<file path="src/rtl/writeback_demux_pkg.sv">
// Shared definitions for the write-back demultiplexer: datapath width,
// destination select encodings and FSM state encoding.
package writeback_demux_pkg;

    localparam int WB_W = 8;

    // Destination selects; same encoding as the operand-mux selects.
    localparam logic [1:0] DEST_REGA = 2'b00;
    localparam logic [1:0] DEST_REGB = 2'b01;
    localparam logic [1:0] DEST_MEM  = 2'b10;
    localparam logic [1:0] DEST_NONE = 2'b11;

    typedef enum logic {
        IDLE     = 1'b0,
        MEM_WAIT = 1'b1
    } wb_state_t;

endpackage

</file>
<file path="src/rtl/writeback_demux.sv">
// Write-back demultiplexer: routes one result per cycle to regA, regB,
// a single-entry data-memory write port, or discards it. A memory write
// that is not yet taken stalls all further write-backs to keep order.
module writeback_demux
    import writeback_demux_pkg::*;
#(
    parameter int W = WB_W
) (
    input  logic         clk,
    input  logic         rst_n,
    input  logic         in_valid,
    output logic         in_ready,
    input  logic [W-1:0] in_data,
    input  logic [1:0]   in_dest,
    input  logic [W-1:0] in_addr,
    output logic [W-1:0] reg_a,
    output logic [W-1:0] reg_b,
    output logic         mem_wvalid,
    input  logic         mem_wready,
    output logic [W-1:0] mem_waddr,
    output logic [W-1:0] mem_wdata,
    output logic         busy
);

    wb_state_t state, state_nxt;
    logic      accept;
    logic      acc_mem;

    // The pending slot frees up in the same cycle memory takes it, so a
    // new request can be accepted then (no bubble between writes).
    assign mem_wvalid = (state == MEM_WAIT);
    assign busy       = mem_wvalid;
    assign in_ready   = !mem_wvalid || mem_wready;
    assign accept     = in_valid && in_ready;
    assign acc_mem    = accept && (in_dest == DEST_MEM);

    // State register; reset drops any pending memory write.
    always_ff @(posedge clk or negedge rst_n) begin
        if (!rst_n) state <= IDLE;
        else        state <= state_nxt;
    end

    // Next-state: enter MEM_WAIT on a memory accept, leave once the write
    // is taken unless a new memory write reloads the slot that same cycle.
    always_comb begin
        state_nxt = state;
        unique case (state)
            IDLE:     if (acc_mem) state_nxt = MEM_WAIT;
            MEM_WAIT: if (mem_wready && !acc_mem) state_nxt = IDLE;
            default:  state_nxt = IDLE;
        endcase
    end

    // Datapath: load the selected destination on accept; discard leaves
    // everything untouched.
    always_ff @(posedge clk or negedge rst_n) begin
        if (!rst_n) begin
            reg_a     <= '0;
            reg_b     <= '0;
            mem_waddr <= '0;
            mem_wdata <= '0;
        end else if (accept) begin
            case (in_dest)
                DEST_REGA: reg_a <= in_data;
                DEST_REGB: reg_b <= in_data;
                DEST_MEM: begin
                    mem_waddr <= in_addr;
                    mem_wdata <= in_data;
                end
                default: ;
            endcase
        end
    end

endmodule

</file>
<file path="config.mk">
export PLATFORM = sky130hd
export DESIGN_NAME = writeback_demux
export DESIGN_NICKNAME = d
export VERILOG_FILES = /design/src/rtl/writeback_demux_pkg.sv /design/src/rtl/writeback_demux.sv
export SDC_FILE = /design/constraint.sdc
export NUM_CORES = 1
export LEC_CHECK = 0
export BUFFER_PORTS_ARGS = -buffer_cell sky130_fd_sc_hd__buf_2
export CAP_MARGIN = 10
export CORE_ASPECT_RATIO = 1.2
export CORE_MARGIN = 3
export CORE_UTILIZATION = 50
export DETAILED_ROUTE_END_ITERATION = 8
export PLACE_DENSITY_LB_ADDON = 0.15
export SYNTH_ARGS = -nofsm -noshare
export SYNTH_HDL_FRONTEND = slang
export SYNTH_SLANG_ARGS = --single-unit
export TNS_END_PERCENT = 50
</file>
<file path="constraint.sdc">
create_clock -name clk -period 4.44 [get_ports clk]
set_clock_uncertainty 0.1 [all_clocks]
set_input_delay 0.888 -clock clk [delete_from_list [all_inputs] [get_ports clk]]
set_output_delay 0.888 -clock clk [all_outputs]
set_load 0.005 [all_outputs]
</file>
==> impl_results.md, run 1 <==
- P&R area growth vs syn: 24.4%
- Clk_lat worst skew: 0.33 ns
- Proportion of layout cells with a drive suffix above 1: 73.1%
- CTS tree: built
- Commonest cells in the netlist: dfrtp_1, mux2_4, mux2_2
- Tmin final: about 2.3 ns
- EDFF count, synth: 0
- Initial DRC Count: 4
- Initial Util: 52.8%
- Chip height: 63.1 um
- Final Non-Filler Cells: 167
- Setup bufs post-CTS: 0
- Crit path launch type: input port
- Number of core rows: 20
- # IOs: 57
- WS Path Type: in -> out
- GRT overflow: 0
- H-tree lvl count: 2
- Wire length per cell: around 15 um
- Final setup viols: 0
- Setup WS pre-CTS: 2.16 ns
- Slowest CP cell: nand2b_4
- FF+latch count, synth: 33
- Final setup TNS: 0 ns
- Leakage power figure: between 0.8 and 0.9 nW
- Final hold slack: 0.411 ns
- Most frequent cell after synthesis: dfrtp_1
- Via count: ~820
- Post-synth top area cell: dfrtp_1
- Vias in the first global route: 879
- Cell area after synthesis: 1360 sq um
- Inst Count DP: 159
- Initial antenna violation count: 0
- CP peak stage delay: 0.16 ns
- Sequential area share after synthesis: roughly three fifths
- Clk sinks: 33
- Final Cell Area: approximately 1700 sq um
- Die Area: 3380 sq um
- Clock-pin transition on the worst setup and hold timing paths: 0.10 ns
- GRT Total Usage: 17.8%
- PortBufs: 56
- Bufs on Longest Clock Path: 2
- Setup crit end kind: output port
- Via density: slightly below 5
- Count of final hold-check violations: 0
- Final Cycle Share: 51.0%
- Hpwl dp: 1800 um
- Top-area cell type share of the netlist area: 60.7%
- N_diodes: 0
- CTS Buf Count: 5
- Async S/R FF share, synth: 100%
- Primary FF master, synth: dfrtp_1
- Chip Width: 53.6 um
- Slew HR: between 50% and 60%
- Nets@finish: 155
- Clock root cell: clkbuf_4
- Unrepaired setup endpoints after global routing: false
- Most used cell, CP: buf_2
- Synth Instances: between 70 and 80
- First drt pass iteration count: 3
- Max frequency: about 0.44 GHz
- Worst setup margin: between 2 and 2.5 ns
- Syn nets: 96
- WP data arrival: 1.27 ns
- Worst slew pin tran: about 0.69 ns
- Final ANT Viol Nets: 0
- RD Place Congestion: 0.736
- Post-Place Cell Area: ~1600 sq um
- CP required: 3.45 ns
- Worst-path cell chain: buf_2 -> nand2b_4 -> buf_2
- Outcome: completed
- Worst-path fanout max: 5
- CTS Hold Bufs: 0
- Worst VDD drop: 0.310 mV
- Std-Cell Core Area: 2580 sq um
- Global-route wire length before repair: 4240 um
- Top post-synthesis cells by area: dfrtp_1, mux2_4, mux2_2, buf_6, nand4b_4
- Detailed Route WL: 2500 um
- Ys Warns: 0
- Final Max Tran Viols: 0
- Post-synthesis average cell area: 18.4 sq um
- PwrDens: 431 nW/um^2
- Largest net degree at the start of global routing: 34
- Max cap viols: 0
- # DRC: 0
- Worst min-delay path class: reg -> reg
- Cell variety after synth: 10
- CTS resizes: 0
[power breakdown]
part           switching, W  internal, W
Combinational     0.0000634     0.000115
Clock             0.0000959    0.0000602
Sequential        0.0000322     0.000362
[per-stage QoR]
stage	power, W	util (%)
6_report	0.000729	65.6
4_1_cts	0.000742	65.6
5_1_grt	0.000783	65.6
2_1_floorplan	0.000490	-
3_5_place_dp	0.000582	63.6
3_3_place_gp	0.000573	63.6
[logic make-up (layout without fill, tap and decap cells)]
kind of cell / after synthesis / after routing / synth area share [%]
DFF: 33 / 33 / 60.7
muxes: 32 / 32 / 31.2
and+or+nand+nor: 5 / 5 / 5.06
buffers and inverters: 4 / 64 / 3.04
[final timing paths]
kind / from / endpoint / slack, ns / cells after the start
max in group asynchronous: rst_n / reg_b[2] / 3.31 / 1
min in group asynchronous: rst_n / mem_waddr[0] / 0.49 / 1
max: mem_wready / in_ready / 2.18 / 3
min reg2reg: mem_waddr[1] / mem_waddr[1] / 0.41 / 1
max reg2reg: busy / reg_a[1] / 2.77 / 3
min: mem_waddr[1] / mem_waddr[1] / 0.41 / 1
[routing by layer]
layer / share of wire [%] / vias to the layer above / global-route usage (%)
li1: - / 381 / -
met1: 40 / 399 / 20.9
met2: 50 / 39 / 28.1
met3: 9.1 / 2 / 7.80
met4: 0.68 / 0 / 6.71
met5: 0 / - / 0
[layout make-up]
type	count	area [sq um]
clock buffers	6	41.3
clock inverters	2	10.0
fillers	190	886
multi-input cells	37	493
flip-flops and latches	33	826
well taps	33	41.3
repair buffers	56	280
[cells in the final DEF, fill, tap and decap left out, drive strengths merged]
cell type	count
clkinv	2
mux2	32
nand2	1
nand4b	2
and4bb	1
nand2b	1
dfrtp	33
buf	56
clkbuf	6
[state kept, by name (all words and copies together), names as in the netlist]
signal     count
reg_a          8
mem_waddr      8
reg_b          8
mem_wdata      8
busy           1
[worst max-delay path, delay by kind of cell]
family | cells | cell delay [ns]
AND/OR/NAND/NOR | 1 | 0.16
buffers and inverters | 2 | 0.23
Note: power is estimated with default switching activity, not from simulation.
==> inputs of run 2 (changes only) <==
- CORE_UTILIZATION: 50 -> 46
- clock period: 4.44 -> 2.2 ns (I/O delays scaled with it)
==> impl_results.md, run 2 (synthesis results as in run 1) <==
- Unrepaired setup endpoints after global routing: false
- Max frequency: roughly 0.6 GHz
- Reg2reg end: reg_a[5]
- Std-Cell Core Area: 2810 sq um
- Initial Util: 48.4%
- RD Place Congestion: 0.713
- Final core utilization: 59.9%
- Vias in the first global route: a little under 900
- P&R area growth vs syn: 23.8%
- Detailed Route WL: 2520 um
- Setup crit end kind: register
- WS Path Type: reg -> reg
- Clock power share: 20.2%
- R2R Setup Slk: about 0.56 ns
- PwrDens: 858 nW/um^2
- Final Cycle Share: around three quarters
- WP data arrival: 1.76 ns
- Crit path launch type: register
- Proportion of layout cells with a drive suffix above 1: 73.5%
- Worst VDD drop: 0.527 mV
- Clock-pin transition on the worst setup and hold timing paths: 0.09 ns
- Leakage power figure: 0.884 nW
- Worst-path fanout max: 8
- H-tree lvl count: 2
- Chip Width: 55.6 um
- Outcome: completed
- CTS resizes: 0
- Tmin final: between 1.5 and 2 ns
- Inst Count DP: 160
- PortBufs: 56
- Reg-to-Reg Start: busy
- Via density: 4.89
- CTS Buf Count: 5
- R2R depth: 3
- Hpwl dp: 1820 um
- Die Area: 3650 sq um
- # DRC: 0
- CTS tree: built
- Commonest non-fill, non-tap cell in the layout: buf_2
- Slew HR: 54.2%
- Number of core rows: 21
- Internal Pwr Total: 0.00107 W
- Final Max Tran Viols: 0
- CTS Hold Bufs: 0
- GRT Total Usage: between 15 and 20%
- Max cap viols: 0
- GRT overflow: 0
- Setup bufs post-CTS: 0
- Largest net degree at the start of global routing: 34
- Switching pwr: roughly 0.00037 W
- Worst slew pin tran: 0.687 ns
- Flop pwr share: 55.0%
- Bufs on Longest Clock Path: 2
- CP required: 2.32 ns
- Switching share of power: between 20% and 30%
- Comb power frac: 24.8%
- Clock root cell: clkbuf_4
- First drt pass iteration count: 4
- Clk sinks: 33
- Final setup viols: 0
- # IOs: 57
- Initial antenna violation count: 0
- Final ANT Viol Nets: 0
- Global-route wire length before repair: 4160 um
- Final setup TNS: 0 ns
- Worst min-delay path class: in -> async
- Chip height: 65.6 um
- Final Non-Filler Cells: 166
- Nets@finish: between 150 and 200
- Wire length per cell: 15.2 um
- Count of final hold-check violations: 0
- Via count: 811
- Most frequent cells in the layout: buf_2, dfrtp_1, mux2_4
- N_diodes: 0
- Clk_lat worst skew: 0.32 ns
- Initial DRC Count: 5
[run 2: worst max-delay path by stage]
stage                from  endpoint  slack [ns]  cells past startpoint
6_report             busy  reg_a[5]        0.56                      3
5_1_grt              busy  reg_a[0]        0.48                      3
4_1_cts              busy  reg_a[5]        0.53                      3
3_5_place_dp   mem_wready  reg_a[7]        0.39                      4
3_3_place_gp   mem_wready  reg_a[1]        0.42                      4
2_1_floorplan  mem_wready  reg_a[0]        0.67                      5
[run 2: per-stage QoR]
stage	hold slack [ns]	setup WS, ns	total power [W]	cell area (sq um)
global route	0.0945	0.484	0.00154	1680
global placement	0.385	0.419	0.00116	1640
CTS	0.0616	0.532	0.00147	1680
floorplan	0.0444	0.668	0.000990	1360
detailed placement	0.388	0.390	0.00117	1640
finish	0.0493	0.558	0.00144	1680
[run 2: worst max-delay path, stage by stage, from the launching register on]
cell	delay, ns
dfrtp_1	0.42
nand2b_4	0.11
and4bb_1	0.56
mux2_4	0.34
[run 2: routing by layer]
layer	up-vias	global-route usage (%)	part of all wire, %
li1	375	-	-
met3	8	4.32	7.0
met5	-	0	0
met2	38	25.7	50
met1	390	17.9	40
met4	0	10.0	2.5
[run 2: cell type report]
type                    count  area [sq um]
fillers                   220          1130
clock inverters             1          5.00
repair buffers             56           280
clock buffers               5          37.5
multi-input cells          37           493
well taps                  34          42.5
flip-flops and latches     33           826
[run 2: power by group through the flow]
stage               sequential (W)  combinational (W)  clock [W]
global placement          0.000801           0.000358          0
detailed placement        0.000807           0.000367          0
finish                    0.000795           0.000358   0.000292
CTS                       0.000798           0.000367   0.000310
floorplan                 0.000816           0.000174          0
global route              0.000816           0.000392   0.000332
==> inputs of run 3 (changes only) <==
- CORE_UTILIZATION: 46 -> 42
- clock period: 2.2 -> 1.3 ns (I/O delays scaled with it)
==> impl_results.md, run 3 (synthesis results as in run 1) <==
- CTS tree: built
- Final setup viols: 30
- WP data arrival: 1.54 ns
- Worst setup margin: -0.129 ns
- GRT overflow: 0
- Clk sinks: 33
- Unrepaired setup endpoints after global routing: true
- Leakage power figure: 0.973 nW
- Slew HR: approximately three quarters
- CP peak stage delay: 0.42 ns
- Setup crit end kind: register
- Std-Cell Core Area: approximately 3100 sq um
- CP required: about 1.4 ns
- Internal Pwr Total: 0.00212 W
- Clock root cell: clkbuf_4
- Bufs on Longest Clock Path: 2
- Switching share of power: a little under a quarter
- Largest net degree at the start of global routing: 34
- Final Non-Filler Cells: 179
- Clock power share: between 20 and 30%
- Wire length per cell: between 10 and 15 um
- Worst-path fanout max: 8
- Max cap viols: 0
- CTS Buf Count: 5
- Commonest non-fill, non-tap cell in the layout: buf_2
- Initial antenna violation count: 0
- Nets@finish: approximately 160
- WS Path Type: reg -> reg
- Initial DRC Count: 13
- # DRC: 0
- Proportion of layout cells with a drive suffix above 1: 74.1%
- Final ANT Viol Nets: 0
- Tmin final: 1.43 ns
- N_diodes: 0
- Die Area: a little under 4000 sq um
- Chip Width: 57.9 um
- Outcome: finished, violations left
- GRT Total Usage: 15.3%
- Detailed Route WL: 2650 um
- Flop pwr share: 48.5%
- Initial Util: roughly 44%
- Comb power frac: between 20% and 30%
- Worst min-delay path class: in -> reg
- Setup WS pre-CTS: -0.153 ns
- Slowest CP cell: dfrtp_1
- H-tree lvl count: 2
- Chip height: 68.3 um
- PortBufs: 56
- Inst Count DP: approximately 170
- Worst-path cell chain: nand2b_4 -> and4bb_1 -> buf_12 -> mux2_4
- First drt pass iteration count: 3
- PwrDens: 1500 nW/um^2
- Via density: 4.77
- Worst slew pin tran: about 0.4 ns
- Crit path launch type: register
- # IOs: 57
- Hpwl dp: between 1500 and 2000 um
- Final Cycle Share: 110%
- Final Max Tran Viols: 0
- Switching pwr: 0.000660 W
- Via count: 853
- Clock-pin transition on the worst setup and hold timing paths: 0.10 ns
- Global-route wire length before repair: 4310 um
- Clk_lat worst skew: 0.32 ns
- Number of core rows: 22
- Max frequency: 0.700 GHz
- Vias in the first global route: 904
- Most frequent cells in the layout: buf_2, dfrtp_1, mux2_4
- RD Place Congestion: roughly 0.64
- Worst VDD drop: 0.994 mV
- Count of final hold-check violations: 0
- P&R area growth vs syn: 36.2%
- Failing checks: setup timing
- Final hold slack: 0.0587 ns
-- run 3: power groups by stage --
stage,sequential (W),combinational [W],clock [W]
floorplan,0.00138,0.000296,0
global route,0.00138,0.000709,0.000865
finish,0.00135,0.000645,0.000787
CTS,0.00135,0.000660,0.000812
detailed placement,0.00137,0.000646,0
global placement,0.00136,0.000635,0
-- run 3: final timing paths --
check,start,to,slack (ns),cells after the start
worst max-delay path,busy,reg_a[2],-0.13,4
worst min-delay path,in_addr[5],mem_waddr[5],0.06,2
worst max register to register,busy,reg_a[2],-0.13,4
worst min register to register,reg_b[4],reg_b[4],0.41,1
max in group asynchronous,rst_n,reg_a[0],0.44,3
min in group asynchronous,rst_n,reg_b[6],0.37,3
-- run 3: cell type report --
type / count / area [sq um]
Multi-Input combinational cell: 37 / 502
Clock buffer: 7 / 55.1
Timing Repair Buffer: 65 / 394
Clock inverter: 1 / 30.0
Sequential cell: 33 / 826
Tap cell: 36 / 45.0
Fill cell: 273 / 1230
-- run 3: timing repair --
action	in CTS	in global routing
endpoints found under the hold margin	33	0
pin swaps	0	0
gates resized for setup	2	0
setup buffers	1	0
hold buffers	1	0
endpoints found under the setup margin	35	35
-- run 3: per-layer routing --
layer / vias up / track usage [%] / wire (um)
li1: 394 / - / -
met2: 42 / 24.3 / 1340
met3: 2 / 7.55 / 263
met5: - / 0 / 0
met1: 415 / 17.7 / 1030
met4: 0 / 6.09 / 19
-- run 3: stage by stage --
step / power, W / TNS [ns] / utilization, % / cell area (sq um)
5_1_grt: 0.00295 / -3.95 / 60.1 / 1850
6_report: 0.00278 / -2.15 / 60.1 / 1850
4_1_cts: 0.00283 / -2.91 / 60.1 / 1850
2_1_floorplan: 0.00168 / -3.04 / - / 1360
3_3_place_gp: 0.00199 / -1.85 / 56.3 / 1730
3_5_place_dp: 0.00202 / -2.94 / 56.3 / 1730
-- run 3: worst max-delay path, delay by kind of cell (launching register included) --
kind	cells	cell delay, ns
flops	1	0.42
simple gates	2	0.36
mux	1	0.29
buf+inv	1	0.15
